[src/rtl/blend_pkg.sv]
// -----------------------------------------------------------------------------
// blend_pkg
//   Definitions shared by the alpha fade sequencer and the colour blender:
//   - fade_state_e : fade sequencer state encoding
//   - ALPHA_MIN / ALPHA_MAX : transparent / opaque alpha codes
//   - COLOR_W : width of the RGB444 colour path
//   - helpers that map a fade direction to its start and end alpha codes
// -----------------------------------------------------------------------------
package blend_pkg;

    localparam int COLOR_W = 12;

    localparam logic [2:0] ALPHA_MIN = 3'd0;
    localparam logic [2:0] ALPHA_MAX = 3'd7;

    typedef enum logic [1:0] {
        FADE_IDLE  = 2'd0,
        FADE_ARMED = 2'd1,
        FADE_RUN   = 2'd2,
        FADE_DONE  = 2'd3
    } fade_state_e;

    // dir = 0 fades in (transparent -> opaque), dir = 1 fades out.
    function automatic logic [2:0] alpha_start(input logic dir);
        return dir ? ALPHA_MAX : ALPHA_MIN;
    endfunction

    function automatic logic [2:0] alpha_end(input logic dir);
        return dir ? ALPHA_MIN : ALPHA_MAX;
    endfunction

endpackage : blend_pkg

[src/rtl/frame_step_counter.sv]
// -----------------------------------------------------------------------------
// frame_step_counter
//   Counts frame ticks and emits a step pulse on every i_period-th tick, i.e.
//   in the same cycle as the tick on which the count wraps back to zero.
//   The caller guarantees i_period >= 1.
//
// Ports
//   i_clk     in   1         clock
//   i_rst_n   in   1         asynchronous active-low reset
//   i_tick    in   1         count enable (one qualified frame tick)
//   i_clear   in   1         force the count to zero (wins over i_tick)
//   i_period  in   PERIOD_W  ticks per step
//   o_step    out  1         combinational pulse, high on the wrapping tick
// -----------------------------------------------------------------------------
module frame_step_counter #(
    parameter int PERIOD_W = 8
) (
    input  logic                i_clk,
    input  logic                i_rst_n,
    input  logic                i_tick,
    input  logic                i_clear,
    input  logic [PERIOD_W-1:0] i_period,
    output logic                o_step
);

    localparam logic [PERIOD_W-1:0] CNT_ONE = PERIOD_W'(1);

    logic [PERIOD_W-1:0] cnt_q;
    logic [PERIOD_W-1:0] cnt_d;
    logic                wrap;

    always_comb begin
        // NOTE: every signal written here gets a default first, so no path
        // leaves it unassigned and no latch is inferred.
        cnt_d = cnt_q;
        wrap  = (cnt_q == (i_period - CNT_ONE));

        if (i_clear) begin
            cnt_d = '0;
        end else if (i_tick) begin
            cnt_d = wrap ? '0 : (cnt_q + CNT_ONE);
        end
    end

    // The step is combinational so the alpha register moves on the very
    // tick that completes the period, not one cycle later.
    assign o_step = i_tick && !i_clear && wrap;

    // NOTE: state registers use non-blocking assignments so every flop
    // samples its _d value from before the edge, independent of block order.
    always_ff @(posedge i_clk or negedge i_rst_n) begin
        if (!i_rst_n) begin
            cnt_q <= '0;
        end else begin
            cnt_q <= cnt_d;
        end
    end

endmodule : frame_step_counter

[src/rtl/alpha_fade_sequencer.sv]
// -----------------------------------------------------------------------------
// alpha_fade_sequencer
//   Drives the blender's fg colour and 3-bit alpha code. On i_start it latches
//   direction, period and colour, then ramps alpha one code per i_period frame
//   ticks between transparent (0) and opaque (7). Alpha only ever moves on a
//   frame tick, so it never changes mid-frame.
//
//   Build option FADE_PINGPONG_EN: when defined, reaching the end value turns
//   the fade around instead of finishing; o_done marks each turn and only
//   i_abort or reset stops the sequencer.
//
// Ports
//   i_clk         in   1         pixel/system clock
//   i_rst_n       in   1         asynchronous active-low reset
//   i_frame_tick  in   1         one-cycle pulse per frame (vblank start)
//   i_start       in   1         begin a fade (accepted only when idle)
//   i_abort       in   1         stop now, hold alpha and colour
//   i_dir         in   1         0 = fade in, 1 = fade out (sampled on start)
//   i_period      in   PERIOD_W  frames per alpha step, 0 acts as 1
//   i_color       in   COLOR_W   fade colour (sampled on start)
//   o_fg_color    out  COLOR_W   registered fade colour
//   o_fg_alpha    out  3         registered alpha code
//   o_busy        out  1         fade armed or running
//   o_done        out  1         one-cycle pulse on reaching the end value
// -----------------------------------------------------------------------------
module alpha_fade_sequencer #(
    parameter int PERIOD_W = 8,
    parameter int COLOR_W  = blend_pkg::COLOR_W
) (
    input  logic                i_clk,
    input  logic                i_rst_n,
    input  logic                i_frame_tick,
    input  logic                i_start,
    input  logic                i_abort,
    input  logic                i_dir,
    input  logic [PERIOD_W-1:0] i_period,
    input  logic [COLOR_W-1:0]  i_color,
    output logic [COLOR_W-1:0]  o_fg_color,
    output logic [2:0]          o_fg_alpha,
    output logic                o_busy,
    output logic                o_done
);

    import blend_pkg::*;

    localparam logic [PERIOD_W-1:0] PERIOD_ONE = PERIOD_W'(1);

    fade_state_e         state_q,  state_d;
    logic                dir_q,    dir_d;
    logic [PERIOD_W-1:0] period_q, period_d;
    logic [COLOR_W-1:0]  color_q,  color_d;
    logic [2:0]          alpha_q,  alpha_d;
    logic                busy_q,   busy_d;
    logic                done_q,   done_d;

    logic                cnt_tick;
    logic                cnt_clear;
    logic                cnt_step;
    logic [2:0]          alpha_next;
    logic [2:0]          end_value;

    frame_step_counter #(
        .PERIOD_W (PERIOD_W)
    ) u_step_cnt (
        .i_clk    (i_clk),
        .i_rst_n  (i_rst_n),
        .i_tick   (cnt_tick),
        .i_clear  (cnt_clear),
        .i_period (period_q),
        .o_step   (cnt_step)
    );

    // Saturating one-code step toward the current end value.
    always_comb begin
        end_value  = alpha_end(dir_q);
        alpha_next = alpha_q;
        if (alpha_q != end_value) begin
            alpha_next = dir_q ? (alpha_q - 3'd1) : (alpha_q + 3'd1);
        end
    end

    always_comb begin
        state_d   = state_q;
        dir_d     = dir_q;
        period_d  = period_q;
        color_d   = color_q;
        alpha_d   = alpha_q;
        done_d    = 1'b0;
        cnt_tick  = 1'b0;
        cnt_clear = 1'b0;

        unique case (state_q)
            FADE_IDLE: begin
                // Abort wins over a simultaneous start.
                if (i_start && !i_abort) begin
                    dir_d    = i_dir;
                    period_d = (i_period == '0) ? PERIOD_ONE : i_period;
                    color_d  = i_color;
                    alpha_d  = alpha_start(i_dir);
                    state_d  = FADE_ARMED;
                end
            end

            FADE_ARMED: begin
                // The tick that arrives with the start was seen in IDLE, so
                // only a later tick arms the fade.
                if (i_abort) begin
                    state_d = FADE_IDLE;
                end else if (i_frame_tick) begin
                    cnt_clear = 1'b1;
                    state_d   = FADE_RUN;
                end
            end

            FADE_RUN: begin
                if (i_abort) begin
                    state_d = FADE_IDLE;
                end else if (i_frame_tick) begin
                    cnt_tick = 1'b1;
                    if (cnt_step) begin
                        alpha_d = alpha_next;
                        if (alpha_next == end_value) begin
                            done_d = 1'b1;
`ifdef FADE_PINGPONG_EN
                            // Turn around; the counter already wrapped to 0.
                            dir_d   = ~dir_q;
`else
                            state_d = FADE_DONE;
`endif
                        end
                    end
                end
            end

            FADE_DONE: begin
                state_d = FADE_IDLE;
            end

            default: begin
                state_d = FADE_IDLE;
            end
        endcase

        busy_d = (state_d == FADE_ARMED) || (state_d == FADE_RUN);
    end

    always_ff @(posedge i_clk or negedge i_rst_n) begin
        if (!i_rst_n) begin
            state_q  <= FADE_IDLE;
            dir_q    <= 1'b0;
            period_q <= PERIOD_ONE;
            color_q  <= '0;
            alpha_q  <= ALPHA_MIN;
            busy_q   <= 1'b0;
            done_q   <= 1'b0;
        end else begin
            state_q  <= state_d;
            dir_q    <= dir_d;
            period_q <= period_d;
            color_q  <= color_d;
            alpha_q  <= alpha_d;
            busy_q   <= busy_d;
            done_q   <= done_d;
        end
    end

    assign o_fg_color = color_q;
    assign o_fg_alpha = alpha_q;
    assign o_busy     = busy_q;
    assign o_done     = done_q;

endmodule : alpha_fade_sequencer

[config.mk]
export PLATFORM = sky130hd
export DESIGN_NAME = alpha_fade_sequencer
export DESIGN_NICKNAME = d
export VERILOG_FILES = /design/src/rtl/blend_pkg.sv /design/src/rtl/frame_step_counter.sv /design/src/rtl/alpha_fade_sequencer.sv
export SDC_FILE = /design/constraint.sdc
export NUM_CORES = 1
export LEC_CHECK = 0
export CORE_MARGIN = 4
export CORE_UTILIZATION = 37
export CTS_BUF_LIST = sky130_fd_sc_hd__clkbuf_8
export DETAILED_ROUTE_END_ITERATION = 10
export GPL_TIMING_DRIVEN = 0
export PLACE_DENSITY_LB_ADDON = 0.3
export SLEW_MARGIN = 20
export SYNTH_ARGS = -nofsm -noshare
export SYNTH_HDL_FRONTEND = slang
export SYNTH_SLANG_ARGS = --single-unit
[constraint.sdc]
create_clock -name i_clk -period 5.8 [get_ports i_clk]
set_clock_uncertainty 0.15 [all_clocks]
set_input_delay 1.16 -clock i_clk [delete_from_list [all_inputs] [get_ports i_clk]]
set_output_delay 1.16 -clock i_clk [all_outputs]
set_load 0.02 [all_outputs]
# Word level (Yosys, flattened, before mapping)
# Index checks and enable logic that the tools add are counted.
dict set report op_classes {
  add_sub_neg 4
  n_eq_ne 12
  n_mux 30
  reduce_logical 12
}
# op count
set op_table {}
lappend op_table {{two-way mux 8 bit} 4}
lappend op_table {{two-way mux 3 bit} 8}
lappend op_table {{two-way mux 2 bit} 7}
lappend op_table {{two-way mux 1 bit} 9}
lappend op_table {{adder 8 x 1 -> 8 bit, second input constant} 1}
lappend op_table {{equality test 8 bit} 1}
lappend op_table {{zero test 8 bit} 1}
lappend op_table {{!= test 2 bit, second input constant} 4}
lappend op_table {{case mux 2 bit (4 select lines)} 1}
lappend op_table {{subtractor 8 x 1 -> 8 bit, second input constant} 1}
lappend op_table {{equality test 2 bit, second input constant} 3}
lappend op_table {{case mux 3 bit (2 select lines)} 1}
lappend op_table {{AND reduction 5 bit} 1}
lappend op_table {{equality test 2 x 1 -> 1 bit, second input constant} 2}
lappend op_table {{nonzero test 2 bit} 2}
lappend op_table {{adder 3 x 1 -> 3 bit, second input constant} 1}
lappend op_table {{equality test 3 bit} 1}
lappend op_table {{logical AND 1 bit} 3}
lappend op_table {{!= test 3 bit} 1}
lappend op_table {{subtractor 3 x 1 -> 3 bit, second input constant} 1}
lappend op_table {{zero test 1 bit} 2}
lappend op_table {{zero test 2 bit} 1}
lappend op_table {{AND reduction 2 bit} 1}
lappend op_table {{logical OR 1 bit} 1}
dict set report totals {
  ff_bits 36
  inputBits 26
  output_inout_bits 17
  elab_cells 66
}

# Longest topological paths before layout
# Gate-level depths: netlist (run 1).
dict set report logic_depth {
  depth_word 12
  mapped_depth 9
  ltp_nobuf 8
}

# Modules after synthesis
# A second synthesis (run 1) with hierarchy kept.
dict set report unflattened {
  cells_unflattened 195
  hier_area_um2 2090.8
}
# module n_inst cells_each area_each_um2 seq_area_each_um2
set by_module_without_submodules {}
lappend by_module_without_submodules {alpha_fade_sequencer 1 108 1360.1 701.9}
lappend by_module_without_submodules {frame_step_counter 1 87 730.7 200.2}

# Least setup slack after synthesis (run 1)
# Ideal clock, no wire load.
dict set report synth_path {
  path_kind {reg2reg}
  startpoint {reg period_q[0]}
  endpoint {reg u_step_cnt.cnt_q[2]}
  arrival_ps 2444
  setup_slack_ps 3080
  stages_incl_launch_ff 10
  path_buffers 1
  path_cell_list {dfstp_2 -> inv_1 -> ha_1 -> clkbuf_1 -> nor2b_1 -> or3_1 -> a31o_1 -> a211oi_4 -> a21boi_2 -> a221o_1}
}
dict set report synth_via {
  elab_chain_len 5
}
# item line_no
set synth_rtl {}
lappend synth_rtl {{start, declared} alpha_fade_sequencer.sv:50} ;# logic [PERIOD_W-1:0] period_q, period_d;
lappend synth_rtl {{start signal, assigned} alpha_fade_sequencer.sv:159} ;# period_q <= period_d;
lappend synth_rtl {{subtractor 8 x 1 -> 8 bit} frame_step_counter.sv:36} ;# wrap = (cnt_q == (i_period - CNT_ONE));
lappend synth_rtl {{equality test 8 bit} frame_step_counter.sv:36}
lappend synth_rtl {{two-way mux 8 bit} frame_step_counter.sv:41} ;# cnt_d = wrap ? '0 : (cnt_q + CNT_ONE);
lappend synth_rtl {{two-way mux 8 bit} frame_step_counter.sv:40} ;# end else if (i_tick) begin
lappend synth_rtl {{two-way mux 8 bit} frame_step_counter.sv:38} ;# if (i_clear) begin
lappend synth_rtl {{end signal, assigned} frame_step_counter.sv:55} ;# cnt_q <= cnt_d;
lappend synth_rtl {{end, declared} frame_step_counter.sv:28} ;# logic [PERIOD_W-1:0] cnt_q;
# No other way between the ends. The select of a mux whose other input is x is not followed.
# A chain may end at the register's enable or synchronous reset.

# Worst setup path in the final report (run 1)
dict set report layout_path {
  startpoint {in i_start}
  endpoint {reg period_q[7]}
}
dict set report layout_via {
  elab_chain_len 2
}
# item line_no
set layout_rtl {}
lappend layout_rtl {{start, declared} alpha_fade_sequencer.sv:33} ;# input logic i_start,
lappend layout_rtl {{logical AND 1 bit} alpha_fade_sequencer.sv:95} ;# if (i_start && !i_abort) begin
lappend layout_rtl {{AND reduction 2 bit (no source line)} -}
# No other way between the ends.

==> results.json, run 1 <==
{
  "io-pin-count": 43,
  "cts.htree.levels": 2,
  "syn-mean-instance-area_um2": 10.8,
  "netlist-cell-type-count": 45,
  "grt_util_all_layers_pct": 13.8,
  "cts-root-buf": "sky130_fd_sc_hd__clkbuf_8",
  "area_growth_syn_to_layout_pct": 31.2,
  "startpoint_of_the_lowest_slack_hold_path": "o_fg_color[10]$_DFFE_PN0P_",
  "async_flop_share_pct": 100,
  "min_delay_worst_endpoint": "o_fg_color[10]$_DFFE_PN0P_",
  "required_ps": 5830,
  "die_height_um": 81.7,
  "syn_area_mm2": 0.00201,
  "ir_worst_vdd_uv": 187,
  "fmax_ghz": 0.310,
  "number_of_antenna_violations_at_the_first_check_in_global_routing": 0,
  "finish.instance_area_mm2": 0.00264,
  "top_layer": "met4",
  "synth_seq_cells": 36,
  "setup.reg_to_reg.worst_slack_ps": 2820,
  "cts_tree": "built",
  "synth.top_cell.area_share_pct": 43.5,
  "critical_path.reg2reg.endpoint": "u_step_cnt.cnt_q[7]$_DFFE_PN0P_",
  "timing.setup.tns_ps": 0,
  "final_min_period_over_clock_period_pct": 55.7,
  "synth_top_area_cell": "sky130_fd_sc_hd__dfrtp_1",
  "drt-wirelength-per-cell_um": 13.7,
  "met1_length_um": 2010,
  "drv.max_cap_violation_count": 0,
  "met2_wirelength_um": 1800,
  "timing_hold_violations_final": 0,
  "route.detailed.vias_per_inst": 5.08,
  "status": "completed",
  "finalWorstSetupSlack_ps": 2570,
  "finish.cell_count_without_fillers": 308,
  "power_leakage_uw": 0.00109,
  "grt_max_degree": 22,
  "floorplan.die_area_mm2": 0.00668,
  "critPathLaunchType": "primary input",
  "place_area_mm2": 0.00254,
  "rows": 26,
  "ys_top_cells_by_area": "sky130_fd_sc_hd__dfrtp_1, sky130_fd_sc_hd__mux2_2, sky130_fd_sc_hd__xnor2_1",
  "synthesis.instances": 187,
  "met3_wirelength_um": 366,
  "cp.arrival_ps": 3260,
  "clk_transition_reported_paths_ps": 80,
  "timing.hold.worst_path_depth": 1,
  "final_antenna_net_count": 0,
  "seq_area_frac_synth_pct": 44.8,
  "worst-setup-path-type": "in2reg",
  "first_pass_iteration_count_of_the_detailed_router": 4,
  "cts_resized": 0,
  "detailedPlacementHpwl_um": 3180,
  "antennaDiodeCount": 0,
  "design.core.area_mm2": 0.00520,
  "n_fill_cell": 490,
  "num_vias": 1566,
  "synthesis.yosys.warnings": 0,
  "drive_gt1_share_pct": 17.2,
  "grt_setup_unrepaired": "no",
  "final-setup-viol-count": 0,
  "worstHoldPathType": "reg2reg",
  "crit_path_end_kind": "register",
  "gp_routability_congestion": 0.777,
  "post_synthesis_net_count": 217,
  "timing.slew.headroom_pct": 46.1,
  "cts_stage_hold_buffer_count": 0,
  "final.min_clock_period_ps": 3230,
  "die_w_um": 81.7,
  "power.density_cell_area_mw_per_mm2": 321,
  "routed_wirelength_um": 4230,
  "synth-edff-count": 0,
  "post-cts-setup-buffer-count": 0,
  "place_inst": 300,
  "r2r.worst_path.cells": 9,
  "number_of_nets_in_the_final_layout": 267,
  "synth_top_flop_cell": "sky130_fd_sc_hd__dfrtp_1",
  "initialDrtViolationCount": 89,
  "regArea_um2": 902,
  "overflow": 0,
  "critical_path_peak_fanout": 10,
  "initial_util_pct": 38.7,
  "finalMaxSlewViolations": 0,
  "measured_slew_at_the_worst_slew_check_pin_ps": 802,
  "clkLatencyLatePin_ps": 290,
  "port-buffer-count": 42,
  "multiInputGateArea_mm2": 0.00107,
  "worst_r2r_startpoint": "period_q[0]$_DFFE_PN1P_",
  "number_of_global_route_vias_before_repair": 1576,
  "grt_first_pass_wirelength_um": 7130,
  "clock_path_buffers": 2,
  "remaining_drc_errors": 0,
  "cts-buffers-inserted": 5,
  "clock_sink_count": 36,
  "place_ws_ps": 2170
}
[Yosys cell counts (2+ instances only)]
master                     number
sky130_fd_sc_hd__ha_1           3
sky130_fd_sc_hd__a21o_1         2
sky130_fd_sc_hd__a221o_1        4
sky130_fd_sc_hd__nand2b_1       3
sky130_fd_sc_hd__nor2_1         6
sky130_fd_sc_hd__dfrtp_1       35
sky130_fd_sc_hd__nand3b_1       3
sky130_fd_sc_hd__a21oi_1        9
sky130_fd_sc_hd__clkbuf_1       6
sky130_fd_sc_hd__mux2_2        23
sky130_fd_sc_hd__or2_2          2
sky130_fd_sc_hd__and2_1         2
sky130_fd_sc_hd__a22o_1         3
sky130_fd_sc_hd__xnor2_1        9
sky130_fd_sc_hd__nor2b_1        6
sky130_fd_sc_hd__nor3_1         6
sky130_fd_sc_hd__xor2_1         4
sky130_fd_sc_hd__o21ai_0       11
sky130_fd_sc_hd__inv_1          5
sky130_fd_sc_hd__o21bai_1       2
sky130_fd_sc_hd__nor3b_1        2
sky130_fd_sc_hd__nor4_1         2
sky130_fd_sc_hd__nand3_1        6
sky130_fd_sc_hd__nand2_1       12
[sequential cells by signal, indices dropped and copies added (netlist names)]
name and flops:
o_fg_color 12, o_done 1, period_q 8, dir_q 1, o_fg_alpha 3, state_q 2
o_busy 1, u_step_cnt.cnt_q 8
[how the worst max path moves through the flow]
stage	slack [ps]	startpoint	endpoint	cells past startpoint
after floorplan	3080	period_q[0]$_DFFE_PN1P_	u_step_cnt.cnt_q[2]$_DFFE_PN0P_	9
after global placement	2170	i_start	dir_q$_DFFE_PN0P_	5
after detailed placement	2170	i_abort	period_q[7]$_DFFE_PN0P_	4
after CTS	2480	i_start	period_q[7]$_DFFE_PN0P_	5
after global routing	2370	i_start	period_q[7]$_DFFE_PN0P_	5
final	2570	i_start	period_q[7]$_DFFE_PN0P_	5
[area by class of cell]
| class | count | area share (%) |
|---|---|---|
| multi-input combinational | 140 | 40.5 |
| sequential | 36 | 34.2 |
| timing repair buffer | 43 | 16.8 |
| tap | 70 | 3.32 |
| clock buffer | 6 | 3.13 |
| buffer | 6 | 0.853 |
| inverter | 5 | 0.711 |
| clock inverter | 2 | 0.522 |
[cell usage in the layout (no fill, tap or decap), types with 2 or more instances in the layout]
master                            Yosys  routed
sky130_fd_sc_hd__xnor2_1              9       9
sky130_fd_sc_hd__a21o_1               2       2
sky130_fd_sc_hd__a22o_1               3       3
sky130_fd_sc_hd__nor4_1               2       2
sky130_fd_sc_hd__clkdlybuf4s50_1      0      41
sky130_fd_sc_hd__o21ai_0             11      11
sky130_fd_sc_hd__nor3_1               6       6
sky130_fd_sc_hd__mux2_2              23      23
sky130_fd_sc_hd__dfrtp_1             35      35
sky130_fd_sc_hd__xor2_1               4       4
sky130_fd_sc_hd__nor2_1               6       6
sky130_fd_sc_hd__o21bai_1             2       2
sky130_fd_sc_hd__nand2_1             12      12
sky130_fd_sc_hd__nand2b_1             3       3
sky130_fd_sc_hd__and2_1               2       2
sky130_fd_sc_hd__or2_2                2       2
sky130_fd_sc_hd__clkbuf_8             0       6
sky130_fd_sc_hd__a21oi_1              9       9
sky130_fd_sc_hd__nor2b_1              6       6
sky130_fd_sc_hd__nand3_1              6       6
sky130_fd_sc_hd__a221o_1              4       4
sky130_fd_sc_hd__ha_1                 3       3
sky130_fd_sc_hd__clkbuf_1             6       6
sky130_fd_sc_hd__nand3b_1             3       3
sky130_fd_sc_hd__nor3b_1              2       2
sky130_fd_sc_hd__inv_1                5       5
[through the flow]
stage               hold WS (ps)  util [%]  total power (µW)
global placement             338      48.4               653
CTS                          363      50.7               856
finish                       359      50.7               847
global route                 376      50.7               900
floorplan                    351         -               545
detailed placement           346      48.8               660
[critical path: stages]
cell,delay [ps]
sky130_fd_sc_hd__clkdlybuf4s50_1,490
sky130_fd_sc_hd__nand2b_1,80
sky130_fd_sc_hd__nor3_1,620
sky130_fd_sc_hd__clkbuf_1,500
sky130_fd_sc_hd__mux2_2,390
[power by group]
| group | switching (µW) | internal, µW | total [µW] |
|---|---|---|---|
| Sequential | 48.8 | 295 | 344 |
| Combinational | 147 | 162 | 310 |
| Clock | 96.6 | 97.1 | 194 |
| Total | 293 | 554 | 847 |
[logic make-up after synthesis]
logic type	share of synthesized area [%]
AOI/OAI and AO/OA	15.1
adders and majority gates	2.86
xor gates and xnor gates	5.66
DFF	44.8
muxes	13.4
buffers and inverters	2.05
and+or+nand+nor	16.1
[layer usage]
| layer | vias up | global-route usage, % |
|---|---|---|
| met3 | 7 | 5.81 |
| met5 | - | 0 |
| met2 | 49 | 20.8 |
| li1 | 778 | - |
| met1 | 732 | 18.2 |
| met4 | 0 | 3.99 |
(Power assumes the default switching activity.)
==> run 2: changes to the inputs <==
Clock period 5.8 ns to 2.7 ns, I/O delays scaled along.
==> run 2 against run 1 <==
  * Setup slack worse by 2400 ps
  * Clock power up 140%
  * Largest power group unchanged
  * Die area stayed put
  * Cell area is 2.0% higher
  * Sequential cell count unchanged
  * Non-clock buffer count rose by 3
  * Final cell count is 0.97% higher
  * Register-to-register slack worse by 2700 ps
  * Count of clock-buffer cells in the layout down 1
  * Largest cell class unchanged
==> results.json, run 2 (synthesis results as in run 1) <==
{
  "grt_max_degree": 27,
  "final.min_clock_period_ps": 2570,
  "measured_slew_at_the_worst_slew_check_pin_ps": 660,
  "detailedPlacementHpwl_um": 3090,
  "hold_slack_ps": 357,
  "drive_gt1_share_pct": 19.1,
  "ir_worst_vdd_uv": 378,
  "clkLatencyLatePin_ps": 280,
  "setup.reg_to_reg.worst_slack_ps": 130,
  "clock_path_buffers": 2,
  "floorplan.die_area_mm2": 0.00668,
  "r2r.worst_path.cells": 9,
  "n_fill_cell": 506,
  "first_pass_iteration_count_of_the_detailed_router": 4,
  "status": "completed",
  "number_of_global_route_vias_before_repair": 1567,
  "gp_routability_congestion": 0.804,
  "clock_sink_count": 36,
  "power.density_cell_area_mw_per_mm2": 705,
  "die_height_um": 81.7,
  "finalMaxSlewViolations": 0,
  "final_min_period_over_clock_period_pct": 95.0,
  "timing.slew.headroom_pct": 55.7,
  "route.detailed.vias_per_inst": 5.13,
  "initial_util_pct": 38.7,
  "highest_count_cells_in_the_layout_ignoring_fill_and_taps": "sky130_fd_sc_hd__clkdlybuf4s50_1, sky130_fd_sc_hd__dfrtp_1, sky130_fd_sc_hd__mux2_2",
  "port-buffer-count": 42,
  "num_vias": 1594,
  "die_w_um": 81.7,
  "number_of_nets_in_the_final_layout": 270,
  "initialDrtViolationCount": 54,
  "antennaDiodeCount": 0,
  "overflow": 0,
  "timing.hold.worst_path_depth": 1,
  "cts-buffers-inserted": 5,
  "routed_wirelength_um": 4210,
  "largest_register_ffs": 12,
  "timing_hold_violations_final": 0,
  "place_area_mm2": 0.00253,
  "power_leakage_uw": 0.00111,
  "drt-wirelength-per-cell_um": 13.5,
  "final_antenna_net_count": 0,
  "final-setup-viol-count": 0,
  "crit_path_end_kind": "register",
  "worst-setup-path-type": "reg2reg",
  "required_ps": 2720,
  "grt_first_pass_wirelength_um": 7230,
  "leading_cell_type_in_the_layout_fill_and_taps_excluded": "sky130_fd_sc_hd__clkdlybuf4s50_1",
  "number_of_antenna_violations_at_the_first_check_in_global_routing": 0,
  "cts.htree.levels": 2,
  "area_growth_syn_to_layout_pct": 33.8,
  "cts-root-buf": "sky130_fd_sc_hd__clkbuf_8",
  "finish.instance_area_mm2": 0.00269,
  "critical_path_peak_fanout": 8,
  "design.core.area_mm2": 0.00520,
  "cts_tree": "built",
  "grt_setup_unrepaired": "no",
  "clk_transition_reported_paths_ps": 80,
  "grt_util_all_layers_pct": 14.1,
  "drv.max_cap_violation_count": 0,
  "cp.arrival_ps": 2590,
  "critPathLaunchType": "register",
  "worstHoldPathType": "reg2reg",
  "io-pin-count": 43,
  "rows": 26,
  "remaining_drc_errors": 0,
  "fmax_ghz": 0.390
}
==> run 2: final cells by class <==
cell class | count | area [µm²] | area share [%]
Clock inverter | 3 | 42.5 | 1.58
Inverter | 5 | 18.8 | 0.697
Sequential cell | 36 | 902 | 33.5
Clock buffer | 5 | 68.8 | 2.56
Timing Repair Buffer | 47 | 468 | 17.4
Multi-Input combinational cell | 140 | 1090 | 40.3
Tap cell | 70 | 87.6 | 3.25
Buffer | 5 | 18.8 | 0.697
==> run 2: path summary, 6_finish.rpt <==
kind	startpoint	endpoint
min reg2reg	o_fg_color[6]$_DFFE_PN0P_	o_fg_color[6]$_DFFE_PN0P_
max reg2reg	period_q[0]$_DFFE_PN1P_	u_step_cnt.cnt_q[4]$_DFFE_PN0P_
min in group asynchronous	i_rst_n	u_step_cnt.cnt_q[2]$_DFFE_PN0P_
max in group asynchronous	i_rst_n	period_q[0]$_DFFE_PN1P_
min	o_fg_color[6]$_DFFE_PN0P_	o_fg_color[6]$_DFFE_PN0P_
max	period_q[0]$_DFFE_PN1P_	u_step_cnt.cnt_q[4]$_DFFE_PN0P_
==> run 2: through the flow <==
step	TNS, ps	std cells	power [µW]	utilization (%)	worst slack, ps
floorplan	0	187	1170	-	34.0
global placement	-6590	299	1400	48.4	-328
detailed placement	-6450	300	1410	48.7	-335
CTS	0	311	1910	51.5	54.2
global route	0	311	2030	51.7	28.2
finish	0	311	1900	51.7	134
==> run 2: power by group <==
group / total, µW / internal, µW / switching, µW
sequential: 731 / 633 / 97.3
combinational: 694 / 367 / 327
clock: 473 / 273 / 199
==> run 2: repair_timing <==
item	CTS	global route
hold endpoints to repair	10	0
setup buffers	3	0
resized for setup	2	1
pin swaps	1	1
endpoints found under the setup margin	22	5
hold buffers	1	0
==> run 2: critical path, cell delays in order, from the launching register on <==
cell and delay, ps:
sky130_fd_sc_hd__dfstp_2 530, sky130_fd_sc_hd__inv_1 70, sky130_fd_sc_hd__ha_4 190, sky130_fd_sc_hd__nor2b_1 120
sky130_fd_sc_hd__or3_1 340, sky130_fd_sc_hd__a31o_1 240, sky130_fd_sc_hd__a211oi_4 270, sky130_fd_sc_hd__buf_4 190
sky130_fd_sc_hd__a21oi_1 60, sky130_fd_sc_hd__a221o_1 290
==> run 2: layer usage <==
metal | share of wire (%) | vias up | GRT usage, %
li1 | - | 789 | -
met1 | 46 | 755 | 18.1
met2 | 44 | 44 | 21.3
met3 | 8.0 | 6 | 5.59
met4 | 1.3 | 0 | 4.98
met5 | 0 | - | 0
==> run 3: changes to the inputs <==
Settings changed: GPL_TIMING_DRIVEN 0 to not set.
==> run 3 against run 2 <==
  * Sequential power rose by 2%
  * First-iteration DRC count is 9.3% higher
  * Via count increased by 0.44%
  * Cell area fell by 0.84%
  * Highest routed layer unchanged
  * Setup slack lost 13 ps
  * Global-route usage down 0.23 points
  * Final cell count shrank 0.96%
  * Clock power down 15%
  * Count of clock-buffer cells in the layout increased by 1
  * Critical path depth fell by 1
==> results.json, run 3 (synthesis results as in run 1) <==
{
  "top_layer": "met4",
  "first_pass_iteration_count_of_the_detailed_router": 6,
  "port-buffer-count": 42,
  "timing.slew.headroom_pct": 46.7,
  "clock_sink_count": 36,
  "place_ws_ps": 30.6,
  "crit_path_end_kind": "register",
  "rows": 26,
  "grt_max_degree": 37,
  "clkLatencyLatePin_ps": 290,
  "critPathLaunchType": "register",
  "io-pin-count": 43,
  "overflow": 0,
  "floorplan.die_area_mm2": 0.00668,
  "worst-setup-path-type": "reg2reg",
  "cts_stage_hold_buffer_count": 0,
  "drive_gt1_share_pct": 20.2,
  "grt_first_pass_wirelength_um": 7100,
  "final_min_period_over_clock_period_pct": 95.5,
  "n_fill_cell": 512,
  "timing_hold_violations_final": 0,
  "drv.max_cap_violation_count": 0,
  "power.density_cell_area_mw_per_mm2": 685,
  "cts-root-buf": "sky130_fd_sc_hd__clkbuf_8",
  "area_growth_syn_to_layout_pct": 32.7,
  "number_of_nets_in_the_final_layout": 267,
  "timing.setup.tns_ps": 0,
  "cp.arrival_ps": 2600,
  "remaining_drc_errors": 0,
  "grt_setup_unrepaired": "no",
  "grt_util_all_layers_pct": 13.8,
  "power_leakage_uw": 0.00111,
  "die_height_um": 81.7,
  "final-setup-viol-count": 0,
  "met1_length_um": 2030,
  "critical_path_peak_fanout": 8,
  "clock_path_buffers": 2,
  "initial_util_pct": 38.7,
  "finalMaxSlewViolations": 0,
  "drt-wirelength-per-cell_um": 13.9,
  "regArea_um2": 902,
  "num_vias": 1601,
  "place_inst": 298,
  "largest_register_ffs": 12,
  "final.min_clock_period_ps": 2580,
  "routed_wirelength_um": 4280,
  "route.detailed.vias_per_inst": 5.20,
  "status": "completed",
  "finish.cell_count_without_fillers": 308,
  "detailedPlacementHpwl_um": 3020,
  "required_ps": 2720,
  "gp_routability_congestion": 0.787,
  "clk_transition_reported_paths_ps": 80,
  "worstHoldPathType": "in2async",
  "design.core.area_mm2": 0.00520,
  "met3_wirelength_um": 288,
  "cts.htree.levels": 2,
  "antennaDiodeCount": 0,
  "ir_worst_vdd_uv": 380,
  "leading_cell_type_in_the_layout_fill_and_taps_excluded": "sky130_fd_sc_hd__clkdlybuf4s50_1",
  "final_antenna_net_count": 0,
  "measured_slew_at_the_worst_slew_check_pin_ps": 799,
  "highest_count_cells_in_the_layout_ignoring_fill_and_taps": "sky130_fd_sc_hd__clkdlybuf4s50_1, sky130_fd_sc_hd__dfrtp_1, sky130_fd_sc_hd__mux2_2",
  "cts-buffers-inserted": 5,
  "met2_wirelength_um": 1920,
  "finalWorstSetupSlack_ps": 121,
  "number_of_antenna_violations_at_the_first_check_in_global_routing": 0,
  "initialDrtViolationCount": 59,
  "cts_tree": "built",
  "number_of_global_route_vias_before_repair": 1568,
  "multiInputGateArea_mm2": 0.00108,
  "fmax_ghz": 0.388,
  "die_w_um": 81.7,
  "final_core_utilization_pct": 51.3
}
## run 3: final timing paths
check | start | to | slack, ps | depth (start not counted)
min in group i_clk | o_fg_color[1]$_DFFE_PN0P_ | o_fg_color[1]$_DFFE_PN0P_ | 360 | 1
hold / removal | i_rst_n | u_step_cnt.cnt_q[6]$_DFFE_PN0P_ | 180 | 1
hold reg to reg | o_fg_color[1]$_DFFE_PN0P_ | o_fg_color[1]$_DFFE_PN0P_ | 360 | 1
setup reg to reg | period_q[0]$_DFFE_PN1P_ | u_step_cnt.cnt_q[2]$_DFFE_PN0P_ | 120 | 8
max in group asynchronous | i_rst_n | o_fg_alpha[1]$_DFFE_PN0P_ | 1700 | 1
setup / recovery | period_q[0]$_DFFE_PN1P_ | u_step_cnt.cnt_q[2]$_DFFE_PN0P_ | 120 | 8
## run 3: cell type report
class | count | share of cell area (%)
Multi-Input combinational cell | 140 | 40.6
Sequential cell | 36 | 33.8
Timing Repair Buffer | 49 | 18.1
Tap cell | 70 | 3.28
Clock buffer | 6 | 3.09
Inverter | 5 | 0.703
Clock inverter | 2 | 0.422
## run 3: per-stage QoR
stage / power, µW / hold WS, ps / instance area (µm²)
global placement: 1420 / 339 / 2550
detailed placement: 1430 / 345 / 2550
floorplan: 1170 / 94.4 / 2010
global route: 1940 / 263 / 2670
finish: 1830 / 183 / 2670
CTS: 1840 / 229 / 2640
## run 3: worst max-delay path: stages, from the launching register on
cell and delay (ps):
sky130_fd_sc_hd__dfstp_2 570, sky130_fd_sc_hd__inv_1 70, sky130_fd_sc_hd__ha_2 190, sky130_fd_sc_hd__nor2b_1 120, sky130_fd_sc_hd__or3_1 340, sky130_fd_sc_hd__a31o_1 210
sky130_fd_sc_hd__a211oi_4 310, sky130_fd_sc_hd__a21boi_2 180, sky130_fd_sc_hd__a221o_1 320
## run 3: report_power, final
group	internal (µW)	switching, µW	leakage [µW]
Combinational	368	309	0.000617
Sequential	633	115	0.000446
Clock	204	200	0.0000486
## run 3: metal layers
| layer | track usage (%) | up-vias |
|---|---|---|
| met2 | 21.8 | 40 |
| met4 | 4.32 | 0 |
| met5 | 0 | - |
| li1 | - | 781 |
| met1 | 17.6 | 775 |
| met3 | 5.04 | 5 |
## run 3: timing repair
| item | in CTS | in global routing |
|---|---|---|
| buffers inserted | 0 | 2 |
| gates resized for setup | 0 | 3 |
| endpoints found under the setup margin | 0 | 7 |
